===== src/rtl/regfile_write_arbiter_pkg.sv =====
// Shared widths and priority-state encoding for the register-file write arbiter.
package regfile_write_arbiter_pkg;
  localparam int DEF_DATA_W   = 32;
  localparam int DEF_ADDR_W   = 3;
  localparam int DEF_NUM_REGS = 8;

  typedef enum logic {
    PRIO_ALU = 1'b0,
    PRIO_MEM = 1'b1
  } prio_e;
endpackage


===== src/rtl/regfile_write_arbiter_rr_arbiter2.sv =====
// Two-requester round-robin grant with a one-bit priority flop.
// Grants are combinational from req; reset forces both grants low.
module rr_arbiter2
  import regfile_write_arbiter_pkg::*;
(
  input  logic clk,
  input  logic reset,
  input  logic req_alu_i,
  input  logic req_mem_i,
  output logic gnt_alu_o,
  output logic gnt_mem_o
);

  prio_e prio_q, prio_d;

  always_ff @(posedge clk) begin
    if (reset) prio_q <= PRIO_ALU;
    else       prio_q <= prio_d;
  end

  always_comb begin
    gnt_alu_o = 1'b0;
    gnt_mem_o = 1'b0;
    prio_d    = prio_q;
    if (!reset) begin
      gnt_alu_o = req_alu_i && (!req_mem_i || prio_q == PRIO_ALU);
      gnt_mem_o = req_mem_i && (!req_alu_i || prio_q == PRIO_MEM);
    end
    // Priority passes to whoever lost (or did not ask) this cycle.
    if (gnt_alu_o)      prio_d = PRIO_MEM;
    else if (gnt_mem_o) prio_d = PRIO_ALU;
  end

endmodule


===== src/rtl/regfile_write_arbiter.sv =====
// Shares the register-file write port between ALU and memory writeback,
// with a registered write stage and a pending-write scoreboard for hazards.
module regfile_write_arbiter
  import regfile_write_arbiter_pkg::*;
#(
  parameter int DATA_W   = DEF_DATA_W,
  parameter int ADDR_W   = DEF_ADDR_W,
  parameter int NUM_REGS = DEF_NUM_REGS
) (
  input  logic                clk,
  input  logic                reset,
  input  logic                alu_req,
  input  logic [ADDR_W-1:0]   alu_addr,
  input  logic [DATA_W-1:0]   alu_data,
  output logic                alu_ack,
  input  logic                mem_req,
  input  logic [ADDR_W-1:0]   mem_addr,
  input  logic [DATA_W-1:0]   mem_data,
  output logic                mem_ack,
  input  logic                busy_set,
  input  logic [ADDR_W-1:0]   busy_set_addr,
  input  logic [ADDR_W-1:0]   rd_addr1,
  input  logic [ADDR_W-1:0]   rd_addr2,
  output logic                rd_hazard1,
  output logic                rd_hazard2,
  output logic                rf_wr_en,
  output logic [ADDR_W-1:0]   rf_wr_addr,
  output logic [DATA_W-1:0]   rf_wr_data,
  output logic [NUM_REGS-1:0] busy_vec
);

  logic                gnt_alu, gnt_mem;
  logic                wr_en_q,   wr_en_d;
  logic [ADDR_W-1:0]   wr_addr_q, wr_addr_d;
  logic [DATA_W-1:0]   wr_data_q, wr_data_d;
  logic [NUM_REGS-1:0] busy_q,    busy_d;

  rr_arbiter2 u_arb (
    .clk       (clk),
    .reset     (reset),
    .req_alu_i (alu_req),
    .req_mem_i (mem_req),
    .gnt_alu_o (gnt_alu),
    .gnt_mem_o (gnt_mem)
  );

  always_comb begin
    wr_en_d   = gnt_alu | gnt_mem;
    wr_addr_d = wr_addr_q;
    wr_data_d = wr_data_q;
    if (gnt_alu) begin
      wr_addr_d = alu_addr;
      wr_data_d = alu_data;
    end else if (gnt_mem) begin
      wr_addr_d = mem_addr;
      wr_data_d = mem_data;
    end
  end

  // Set after clear: a set belongs to a newer instruction than the write retiring now.
  always_comb begin
    busy_d = busy_q;
    if (wr_en_q)  busy_d[wr_addr_q]     = 1'b0;
    if (busy_set) busy_d[busy_set_addr] = 1'b1;
  end

  always_ff @(posedge clk) begin
    if (reset) begin
      wr_en_q   <= 1'b0;
      wr_addr_q <= '0;
      wr_data_q <= '0;
      busy_q    <= '0;
    end else begin
      wr_en_q   <= wr_en_d;
      wr_addr_q <= wr_addr_d;
      wr_data_q <= wr_data_d;
      busy_q    <= busy_d;
    end
  end

  assign alu_ack    = gnt_alu;
  assign mem_ack    = gnt_mem;
  assign rd_hazard1 = busy_q[rd_addr1];
  assign rd_hazard2 = busy_q[rd_addr2];
  assign rf_wr_en   = wr_en_q;
  assign rf_wr_addr = wr_addr_q;
  assign rf_wr_data = wr_data_q;
  assign busy_vec   = busy_q;

endmodule


===== config.mk =====
export PLATFORM = sky130hd
export DESIGN_NAME = regfile_write_arbiter
export DESIGN_NICKNAME = d
export VERILOG_FILES = /design/src/rtl/regfile_write_arbiter_pkg.sv /design/src/rtl/regfile_write_arbiter_rr_arbiter2.sv /design/src/rtl/regfile_write_arbiter.sv
export SDC_FILE = /design/constraint.sdc
export NUM_CORES = 1
export LEC_CHECK = 0
export ABC_CLOCK_PERIOD_IN_PS = 3700
export CORE_AREA = 10 10 86 88
export DETAILED_ROUTE_END_ITERATION = 8
export DIE_AREA = 0 0 96 98
export PLACE_DENSITY = 0.95
export SYNTH_ARGS = -nofsm -noshare
export SYNTH_HDL_FRONTEND = slang
export SYNTH_SLANG_ARGS = --single-unit

===== constraint.sdc =====
create_clock -name clk -period 3.7 [get_ports clk]
set_input_delay 0.37 -clock clk [delete_from_list [all_inputs] [get_ports clk]]
set_output_delay 0.37 -clock clk [all_outputs]
set_load 0.05 [all_outputs]

==> impl_metrics.toml <==
[cts]
numCtsBuffers = 5
cts_buffer_depth = 2
cts_tree = "built"
clock-sinks = 45
cts_root_buf = "clkbuf_8"
clkSlewWorstSetupHoldPaths_ns = 0.08
cts_hold_buf = 0
postCtsSetupBuffers = 0
ctsResizeCount = 0
h-tree-depth = 2
clkLatencyLatePin_ns = 0.29

[sta]
rsz0062_at_grt = "no"
whs_ns = 0.487
fin_crit_ns = 2.75
max_slew_margin_pct = 33.2
fin_crit_sh_pct = 74.4
maxSlewViolCount = 0
tightest_slew_ns = 0.998
finalClockSkew_ns = 0.00773
fmax_mhz = 363
setup_viol = 0
finalHoldViolations = 0
tns_ns = 0

[synth]
syn_nets = 304
postSynthAreaPerCell_sq_um = 10.7
post-synth-top-area-fraction_pct = 38.2
synth_cells = 220
synth.ff_latch_count = 45
synth_top_cell_by_area = "dfxtp_1"
synth_area_sq_um = 2360
synth_seq_area_share_pct = 38.2
ys_warn_count = 0
synth_cell_type_count = 26
synth.area.top_cells = "dfxtp_1 38%, a2111oi_2 19%, a221o_1 15%"

[final_layout]
final_cells = 420
drive_gt1_share_pct = 16.9
finalNetCount = 426
final_cell_mix = "128 x clkdlybuf4s50_1, 45 x dfxtp_1, 35 x inv_1, 35 x a221o_1, 30 x a2111oi_2"
n_fill_cell = 466
design_area_sq_um = 3800
final_common_cell = "clkdlybuf4s50_1"
syn_to_final_growth_pct = 61.1

[place]
place_hpwl_microns = 6410
dp.cells = 410
io_buffers = 131
place_area_sq_um = 3700
place.gp.congestion = 0.851

[hold_path]
hold_class = "input pin to flop"
min_from = "reset"

[drt]
vias = 2353
wire_per_inst_microns = 19.5
viasPerCell = 5.60
wl_met3_microns = 868
drc_errors = 0
dr.pass1.iters = 4
ant_nets = 0
finalWirelength_microns = 8210
wl_met2_microns = 4000
highest_layer = "met4"
drt_iter0_markers = 99
wl_met1_microns = 3120

[critical_path]
arrival_ns = 2.38
startpoint_type = "input pin"
reg2reg_slack_ns = 1.78
critPathKind = "input pin to output port"
worstReg2RegStart = "u_arb.prio_q"
startpoint = "rd_addr1[1]"
worstPathRequired_ns = 3.33
endpoint_kind = "output port"
crit_path_max_fanout = 2

[power]
p_leak_nw = 1.40
vdd_drop_max_v = 0.000175
power.density_nw_per_um2 = 353
finalPower_mw = 1.34

[grt]
grt_overflow = 0
first_global_vias = 2434
grtUsageTotal_pct = 16.7
grt_pass1_wl_microns = 12600
grt_max_degree = 36
antenna_found_initial = 2

[die]
rows = 28
die_w_microns = 96
start_util_pct = 41.1
die_h_microns = 98
num_io_pins = 132
core_area_sq_um = 5750
dieArea_sq_um = 9410

[flow_run]
maxCapViolations = 0

[status]
outcome = "complete, no violations"
[per-stage QoR]
step           util, %  setup slack, ns
2_1_floorplan        -             1.70
3_3_place_gp      64.4            0.968
3_5_place_dp      64.4            0.934
4_1_cts           66.1            0.929
5_1_grt           66.2            0.882
6_report          66.2            0.948
[cells in the mapped netlist]
cell type  number
a2111oi_0       5
a2111oi_2      30
a211oi_4        1
a21oi_1         8
a221o_1        35
buf_2           7
buf_4           8
clkbuf_1        6
dfxtp_1        45
inv_1          35
inv_2           1
mux2_2          2
mux2i_1         1
mux4_2          4
nand2_1         5
nand2_2         1
nand2b_1        3
nand3_1         4
nand4_1         1
nor2_1          3
nor2_2          1
nor2b_1         4
nor3_2          1
nor3b_2         1
o21ai_0         6
o31ai_1         2
[final timing paths]
kind,endpoint,cells past startpoint
setup / recovery,rd_hazard1,4
setup reg to reg,rf_wr_data[7],3
hold / removal,u_arb.prio_q,2
hold reg to reg,rf_wr_data[4],1
[kinds of logic after synthesis]
| kind of cell | Yosys count | synth area share, % |
|---|---|---|
| compound gates | 87 | 40.2 |
| buf+inv | 57 | 10.7 |
| flops | 45 | 38.2 |
| simple gates | 24 | 5.72 |
| mux | 7 | 5.19 |
[cell type report]
type	count	area, sq um	share of cell area [%]
Antenna cell	2	5.00	0.132
Clock buffer	7	96.3	2.53
Clock inverter	1	5.00	0.132
Inverter	36	135	3.55
Multi-Input combinational cell	118	1220	32.0
Sequential cell	45	901	23.7
Tap cell	75	93.8	2.47
Timing Repair Buffer	136	1350	35.5
[critical path, cell delays in order]
cell	delay [ns]
clkdlybuf4s50_1	0.53
mux4_2	0.51
mux2_2	0.27
clkdlybuf4s50_1	0.70
[power breakdown]
part	switching, mW	internal, mW
clock network	0.166	0.169
logic	0.257	0.198
registers	0.0278	0.523
total	0.451	0.890
[routing by layer]
| layer | up-vias | GRT usage [%] |
|---|---|---|
| li1 | 1112 | - |
| met1 | 1116 | 18.6 |
| met2 | 107 | 27.6 |
| met3 | 18 | 7.35 |
| met4 | 0 | 5.68 |
| met5 | - | 0 |
[sequential cells by signal (all words and copies together) (netlist names)]
signal,cells
u_arb.prio_q,1
busy_vec,8
rf_wr_data,32
rf_wr_en,1
rf_wr_addr,3
(Power assumes the default switching activity.)
